--- src/rtl/result_wb_pkg.sv ---
// Shared types and helpers for the MAC result write-back path.
package result_wb_pkg;
  localparam int NUM_RES_DEF = 8;
  localparam int RES_W_DEF   = 24;

  typedef enum logic [1:0] {S_IDLE, S_WRITE, S_DONE} wb_state_e;

  // Clear every bit above w; callers cast the result down to their bus width.
  function automatic logic [63:0] zext(input logic [63:0] v, input int unsigned w);
    logic [63:0] m;
    m = (w >= 64) ? '1 : ((64'd1 << w) - 64'd1);
    return v & m;
  endfunction
endpackage

--- src/rtl/wb_snapshot_regs.sv ---
// Capture registers for one result vector, loaded on start, read by index.
module wb_snapshot_regs import result_wb_pkg::*; #(
  parameter int NUM_RES = NUM_RES_DEF,
  parameter int RES_W   = RES_W_DEF,
  parameter int IDX_W   = (NUM_RES > 1) ? $clog2(NUM_RES) : 1
) (
  input  logic             clk,
  input  logic             rst,
  input  logic             load,
  input  logic [RES_W-1:0] din [NUM_RES],
  input  logic [IDX_W-1:0] rd_idx,
  output logic [RES_W-1:0] rd_data
);
  logic [RES_W-1:0] snap_q [NUM_RES];

  always_ff @(posedge clk or posedge rst) begin
    if (rst) begin
      for (int i = 0; i < NUM_RES; i++) snap_q[i] <= '0;
    end else if (load) begin
      for (int i = 0; i < NUM_RES; i++) snap_q[i] <= din[i];
    end
  end

  // Out-of-range indices read as zero.
  always_comb begin
    rd_data = '0;
    for (int i = 0; i < NUM_RES; i++)
      if (rd_idx == IDX_W'(i)) rd_data = snap_q[i];
  end
endmodule

--- src/rtl/result_writeback.sv ---
// Drains a snapshot of NUM_RES MAC results to consecutive word addresses over an
// Avalon-MM write port. RESULT_WB_CHECKSUM_EN appends a modular-sum word.
module result_writeback import result_wb_pkg::*; #(
  parameter int NUM_RES = NUM_RES_DEF,
  parameter int RES_W   = RES_W_DEF,
  parameter int ADDR_W  = 32,
  parameter int DATA_W  = 32
) (
  input  logic              clk,
  input  logic              rst,
  input  logic              start,
  input  logic [ADDR_W-1:0] base_addr,
  input  logic [RES_W-1:0]  res_in [NUM_RES],
  output logic [ADDR_W-1:0] avm_address,
  output logic              avm_write,
  output logic [DATA_W-1:0] avm_writedata,
  input  logic              avm_waitrequest,
  output logic              busy,
  output logic              done
);
  localparam int IDX_W = (NUM_RES > 1) ? $clog2(NUM_RES) : 1;
  localparam logic [IDX_W-1:0] LAST = IDX_W'(NUM_RES - 1);

  wb_state_e         state_q, state_d;
  logic [IDX_W-1:0]  idx_q, idx_d;
  logic [ADDR_W-1:0] base_q, base_d, addr_q, addr_d;
  logic [DATA_W-1:0] wdata_q, wdata_d;
  logic              wr_q, wr_d, busy_q, busy_d, done_q, done_d;
  logic              snap_load;
  logic [IDX_W-1:0]  rd_idx;
  logic [RES_W-1:0]  rd_data;

  function automatic logic [DATA_W-1:0] to_data(input logic [RES_W-1:0] v);
    return DATA_W'(zext(64'(v), RES_W));
  endfunction

  wb_snapshot_regs #(.NUM_RES(NUM_RES), .RES_W(RES_W), .IDX_W(IDX_W)) u_snap (
    .clk(clk), .rst(rst), .load(snap_load), .din(res_in),
    .rd_idx(rd_idx), .rd_data(rd_data)
  );

`ifdef RESULT_WB_CHECKSUM_EN
  logic [RES_W-1:0] sum_q, sum_d, sum_in;
  logic             chk_q, chk_d;

  // Summing the inputs at start equals summing the snapshot.
  always_comb begin
    sum_in = '0;
    for (int i = 0; i < NUM_RES; i++) sum_in = sum_in + res_in[i];
  end

  always_ff @(posedge clk or posedge rst) begin
    if (rst) begin
      sum_q <= '0;
      chk_q <= 1'b0;
    end else begin
      sum_q <= sum_d;
      chk_q <= chk_d;
    end
  end
`endif

  always_ff @(posedge clk or posedge rst) begin
    if (rst) begin
      state_q <= S_IDLE;
      idx_q   <= '0;
      base_q  <= '0;
      addr_q  <= '0;
      wdata_q <= '0;
      wr_q    <= 1'b0;
      busy_q  <= 1'b0;
      done_q  <= 1'b0;
    end else begin
      state_q <= state_d;
      idx_q   <= idx_d;
      base_q  <= base_d;
      addr_q  <= addr_d;
      wdata_q <= wdata_d;
      wr_q    <= wr_d;
      busy_q  <= busy_d;
      done_q  <= done_d;
    end
  end

  always_comb begin
    state_d   = state_q;
    idx_d     = idx_q;
    base_d    = base_q;
    addr_d    = addr_q;
    wdata_d   = wdata_q;
    wr_d      = wr_q;
    busy_d    = busy_q;
    done_d    = 1'b0;
    snap_load = 1'b0;
    // Prefetch the next word so it is on the bus the cycle after acceptance.
    rd_idx    = idx_q + IDX_W'(1);
`ifdef RESULT_WB_CHECKSUM_EN
    sum_d     = sum_q;
    chk_d     = chk_q;
`endif
    unique case (state_q)
      S_IDLE: if (start) begin
        snap_load = 1'b1;
        base_d    = base_addr;
        idx_d     = '0;
        addr_d    = base_addr;
        wdata_d   = to_data(res_in[0]);
        wr_d      = 1'b1;
        busy_d    = 1'b1;
        state_d   = S_WRITE;
`ifdef RESULT_WB_CHECKSUM_EN
        sum_d     = sum_in;
        chk_d     = 1'b0;
`endif
      end
      S_WRITE: if (!avm_waitrequest) begin
        if (idx_q != LAST) begin
          idx_d   = idx_q + IDX_W'(1);
          addr_d  = base_q + ADDR_W'(idx_q) + ADDR_W'(1);
          wdata_d = to_data(rd_data);
        end
`ifdef RESULT_WB_CHECKSUM_EN
        else if (!chk_q) begin
          chk_d   = 1'b1;
          addr_d  = base_q + ADDR_W'(NUM_RES);
          wdata_d = to_data(sum_q);
        end
`endif
        else begin
          wr_d    = 1'b0;
          busy_d  = 1'b0;
          done_d  = 1'b1;
          state_d = S_DONE;
        end
      end
      S_DONE:  state_d = S_IDLE;
      default: state_d = S_IDLE;
    endcase
  end

  assign avm_address   = addr_q;
  assign avm_write     = wr_q;
  assign avm_writedata = wdata_q;
  assign busy          = busy_q;
  assign done          = done_q;
endmodule

--- config.mk ---
export PLATFORM = sky130hd
export DESIGN_NAME = result_writeback
export DESIGN_NICKNAME = d
export VERILOG_FILES = /design/src/rtl/result_wb_pkg.sv /design/src/rtl/wb_snapshot_regs.sv /design/src/rtl/result_writeback.sv
export SDC_FILE = /design/constraint.sdc
export NUM_CORES = 1
export LEC_CHECK = 0
export BUFFER_PORTS_ARGS = -buffer_cell sky130_fd_sc_hd__buf_2
export CAP_MARGIN = 15
export CORE_MARGIN = 5
export CORE_UTILIZATION = 55
export CTS_CLUSTER_DIAMETER = 200
export DETAILED_ROUTE_END_ITERATION = 8
export GPL_ROUTABILITY_DRIVEN = 0
export PLACE_DENSITY = 0.82
export SLEW_MARGIN = 20
export SYNTH_ARGS = -nofsm -noshare
export SYNTH_HDL_FRONTEND = slang
export SYNTH_HIERARCHICAL = 1
export SYNTH_SLANG_ARGS = --single-unit
--- constraint.sdc ---
create_clock -name clk -period 19 [get_ports clk]
set_input_delay 2.85 -clock clk [delete_from_list [all_inputs] [get_ports clk]]
set_output_delay 2.85 -clock clk [all_outputs]
set_load 0.03 [all_outputs]
---- Word-level counts from Yosys, hierarchy flattened ----
Cells that the tools add are included.
storage, ports and cells
  output and inout bits ................... 67
  bits of input ports ..................... 228
  register bits ........................... 295
operators by class
  muxes and demuxes ....................... 33
  reduce and logical (&&, ||, !) cells .... 7
  eq/ne operators ......................... 13
  add/subtract/negate cells ............... 3
operators with widths
  cell                                                              count
  24-bit 2-to-1 mux                                                 8
  32-bit 2-to-1 mux                                                 6
  32-bit case mux with 2 select lines                               2
  32-bit by 1-bit adder with 32-bit output (second input constant)  1
  32-bit by 3-bit adder with 32-bit output                          1
  3-bit == test (second input constant)                             4
  3-bit 2-to-1 mux                                                  3
  1-bit 2-to-1 mux                                                  8
  2-bit inequality test (second input constant)                     4
  4-bit AND reduction                                               2
  3-bit by 2-bit == test with 1-bit output (second input constant)  2
  2-bit 2-to-1 mux                                                  3
  3-bit case mux with 2 select lines                                1
  2-bit case mux with 2 select lines                                1
  3-bit by 1-bit adder with 3-bit output (second input constant)    1
  3-bit by 1-bit == test with 1-bit output (second input constant)  1
  3-bit zero test                                                   1
  3-bit inequality test (second input constant)                     1
  3-bit AND reduction                                               1
  2-bit by 1-bit == test with 1-bit output (second input constant)  1
  2-bit zero test                                                   1
  1-bit case mux with 2 select lines                                1
  2-bit AND reduction                                               1
  2-bit nonzero test                                                1

---- Logic depth before layout (Yosys ltp) ----
  word-level depth ........................ 13
  depth in mapped cells ................... 9
  mapped depth without buffers ............ 9

---- Modules after synthesis ----
The synthesis kept the hierarchy.
modules (own cells, without submodules)
  module            cells each  area an instance (um2)  instances  seq. area each (um2)
  wb_snapshot_regs  641         8881.0                  1          4804.6
  result_writeback  549         4730.8                  1          2377.3

---- Worst setup path before layout ----
No wires, ideal clock.
  kind .................................... input-to-reg
  start ................................... input start
  end ..................................... register u_snap/snap_q[100] in the netlist's numbering
  library setup time ...................... 125 ps
  path slack .............................. 14657 ps
  arrival time ............................ 4218 ps
  stages on the path ...................... 6
  required time ........................... 18875 ps
  cell sequence ........................... nand2_1 -> clkinv_1 -> clkbuf_1 -> clkbuf_1 -> buf_2 -> mux2_2
between the ends
  cells in the longest elaborated chain, start to end .. 2
RTL lines
  item                 line                     RTL
  start: declaration   result_writeback.sv:11   input logic start,
  1-bit 2-to-1 mux     result_writeback.sv:102  S_IDLE: if (start) begin
  1-bit 2-to-1 mux     result_writeback.sv:101  unique case (state_q)
  named net snap_load  result_writeback.sv:29   logic snap_load;
  end: declaration     wb_snapshot_regs.sv:14   logic [RES_W-1:0] snap_q [NUM_RES];
The timed path passes the listed nets, and every way through them passes these cells.
A chain may end at the register's enable or synchronous reset.

---- Worst setup path in the final report ----
  start ................................... input start
  end ..................................... register u_snap/snap_q[176] in the netlist's numbering
between the ends
  cells in the longest elaborated chain, start to end .. 2
RTL lines
  item              line
  1-bit 2-to-1 mux  result_writeback.sv:102
  1-bit 2-to-1 mux  result_writeback.sv:101
Every way passes these cells.

==> impl_metrics.yaml <==
sta:
  final.setup.tns_ns: 0
  fin_crit_ns: 4.783
  relSlewSlack_pct: 4.700
  timing.final.max_slew_violations: 0
  period_share_pct: 25.17
  rsz0062_at_grt: "no"
  setup_viol: 0
  worst_slew_pin_slew_ns: 1.393
  finalHoldViolCount: 0
  clock.fmax_mhz: 209.1
  fin_skew_ns: 0.01420
cts:
  path_clk_slew_ns: 0.06
  cts_root_buffer: "clkbuf_16"
  clock_sinks: 287
  clk_path_buf_depth: 3
  cts_tree: "done"
  cts_resized: 0
  htree_levels: 1
  worstSkewPairLatency_ns: 0.55
  hold_buffers: 0
  cts_buffers: 29
  cts_setup_buffers: 0
synthesis:
  syn-instance-count: 1190
  yosysTopAreaCell: "dfrtp_1"
  synth_area_mm2: 0.01361
  yosysSeqAreaShare_pct: 52.76
  async_flop_share_pct: 100.0
  yosys_register_bits: 287
  synth_top_area_share_pct: 52.76
  synth_ff_type: "dfrtp_1"
  ys_warn_count: 6
  synth-edff-count: 0
  synthTopCellsByArea: "dfrtp_1 53%, mux2_2 16%, nand2_1 4.4%"
  syn_avg_cell_area_um2: 11.44
  ys_types: 58
die:
  num_rows: 57
  coreArea_mm2: 0.02432
  die_w_um: 167.3
  start_util_pct: 55.97
  pin_count: 295
  die-area_mm2: 0.02799
  die_h_um: 167.3
grt:
  use_met3_pct: 7.284
  grtUsageMet2_pct: 39.82
  grt_busiest_layer: "met2"
  track_usage_pct: 25.63
  use_met1_pct: 35.04
  antenna_found_initial: 18
  grt_pass1_vias: 10500
  overflow: 0
  grt_max_degree: 136
  grt_pass1_wl_um: 58020
setup_path:
  cp_num_buf_inv: 4
  slowest_delay_ns: 0.71
  reg2reg_depth: 8
  critPathLaunchType: "input port"
  worstReg2RegEnd: "avm_writedata[19]"
  critPathSlowestCell: "buf_6"
  critPathKind: "input port to flop"
  rrSetupSlack_ns: 15.28
  cp-end-kind: "flop"
  crit_chain: "buf_2 > nand2_1 > buf_4 > inv_8 > buf_6 > mux2_2"
  cp.required_ns: 19.42
  reg2reg_from: "idx_q[1]"
  cp.arrival_ns: 5.20
  worstPathMaxFanout: 135
  crit_family: "buffers and inverters"
route:
  routed_wl_um: 37170
  drc: 0
  drt-pass1-iter-count: 5
  detail-route-antenna-nets: 0
  num_vias: 10400
  wire_per_inst_um: 20.85
  viasPerCell: 5.832
  drt-initial-drc-count: 984
hold_path:
  hold_path.class: "flop to flop"
  worstHoldEndpoint: "avm_address[8]"
  hold_depth: 2
  worstHoldStart: "avm_address[8]"
cells_and_area:
  nNetsFinal: 1666
  drive_above_1_share_pct: 39.20
  area_delta_synth_final_pct: 18.93
  nFillCells: 1811
flow_run:
  max_cap_violations: 0
power_and_ir_drop:
  power_density_mw_per_mm2: 190.5
  leakage_nw: 7.159
  total_power_mw: 3.084
  vdd_drop_max_v: 0.0001137
outcome:
  outcome: "complete, no violations"
placement:
  hpwl_um: 25740
  port_buffers: 286
-- cells in the mapped netlist, types with 4 or more instances --
| cell type | count |
|---|---|
| a2111oi_0 | 12 |
| mux2_2 | 194 |
| a211oi_1 | 30 |
| dfrtp_1 | 287 |
| a32o_1 | 7 |
| nand2b_1 | 5 |
| nand4_1 | 6 |
| a31oi_1 | 26 |
| nand3_1 | 8 |
| a22o_1 | 14 |
| ha_1 | 5 |
| buf_4 | 10 |
| nor3b_1 | 14 |
| xnor2_1 | 15 |
| buf_2 | 40 |
| mux4_1 | 5 |
| o21bai_1 | 4 |
| nor4_1 | 5 |
| clkbuf_1 | 39 |
| mux2i_1 | 6 |
| nor3_1 | 6 |
| o21ai_0 | 58 |
| nor3_2 | 5 |
| or3b_1 | 9 |
| a22oi_1 | 10 |
| nor2_1 | 38 |
| a21oi_1 | 39 |
| or3_1 | 21 |
| inv_1 | 12 |
| a221oi_1 | 12 |
| buf_1 | 4 |
| nor2b_1 | 35 |
| nand2_1 | 158 |
| xor2_1 | 13 |
-- sequential cells by signal (all words and copies together), names as in the netlist --
register,flops
idx_q,3
avm_address,32
done,1
busy,1
state_q,2
u_snap/snap_q,192
base_q,32
avm_writedata,24
-- layout by cell type, fill, tap and decap left out, types with 10 or more instances in the layout --
cell type and count:
nor2_1 37, a221oi_1 12, nor2b_1 34, dfrtp_1 287, nand2_1 158, a31oi_1 26, nor3b_1 14, buf_4 13
a21oi_1 39, a2111oi_0 10, o21ai_0 58, a22oi_1 10, or3_1 21, clkbuf_16 29, a211oi_1 30, a22o_1 14
mux2_2 194, xor2_1 13, xnor2_1 15, buf_2 286
-- report_power, final --
| part | internal (mW) | leakage (nW) | switching [mW] |
|---|---|---|---|
| combinational | 0.585 | 3.25 | 0.785 |
| sequential | 0.921 | 3.41 | 0.197 |
| clock | 0.356 | 0.502 | 0.240 |
-- worst max path at each step --
stage,startpoint,endpoint,slack [ns],depth (start not counted)
after floorplan,rst,u_snap/snap_q[0],10.92,1
after global placement,start,u_snap/snap_q[123],13.45,6
after detailed placement,start,u_snap/snap_q[173],13.44,6
after CTS,start,u_snap/snap_q[100],14.00,6
after global routing,start,u_snap/snap_q[176],14.13,6
final,start,u_snap/snap_q[176],14.22,6
-- worst reg2reg max path: stages, from the launching register on --
cell       delay [ns]
dfrtp_1          0.46
ha_4             0.20
ha_4             0.45
buf_4            0.72
nor3b_1          0.14
a2111oi_0        1.17
a211oi_1         0.19
nand2_1          0.15
a31oi_1          0.09
-- metrics by stage --
step,area [µm²],std cells,utilization [%],hold slack [ns],worst slack [ns]
final,16190,1783,66.56,0.4812,14.22
after global routing,16190,1782,66.55,0.5084,14.13
after CTS,16170,1778,66.48,0.4836,14.00
after detailed placement,15160,1725,62.33,0.4699,13.44
after global placement,15160,1725,62.33,0.4567,13.45
after floorplan,13640,1197,-,0.4497,10.92
-- final cells by class --
cell class              count  area, µm²  area share, %
clock inverters            12      147.6         0.9120
flip-flops and latches    287       7182          44.37
well taps                 324      405.4          2.504
repair buffers            301       1551          9.584
inverters                  13      67.56         0.4174
clock buffers              41      860.8          5.318
multi-input cells         800       5961          36.82
diodes                      5      12.51        0.07729
-- cell families after synthesis --
family / synth area share [%]
xor gates and xnor gates: 1.802
other: 0.02755
DFF: 52.76
adders and majority gates: 0.6067
buffers and inverters: 3.925
AOI/OAI and AO/OA: 11.10
muxes: 18.17
and+or+nand+nor: 11.60
-- per-layer routing --
metal,wire length [µm],vias up
met5,155,-
met4,1315,28
met3,3435,100
met2,16950,428
met1,15320,5098
li1,-,4745
Note: power is estimated with default switching activity, not from simulation.
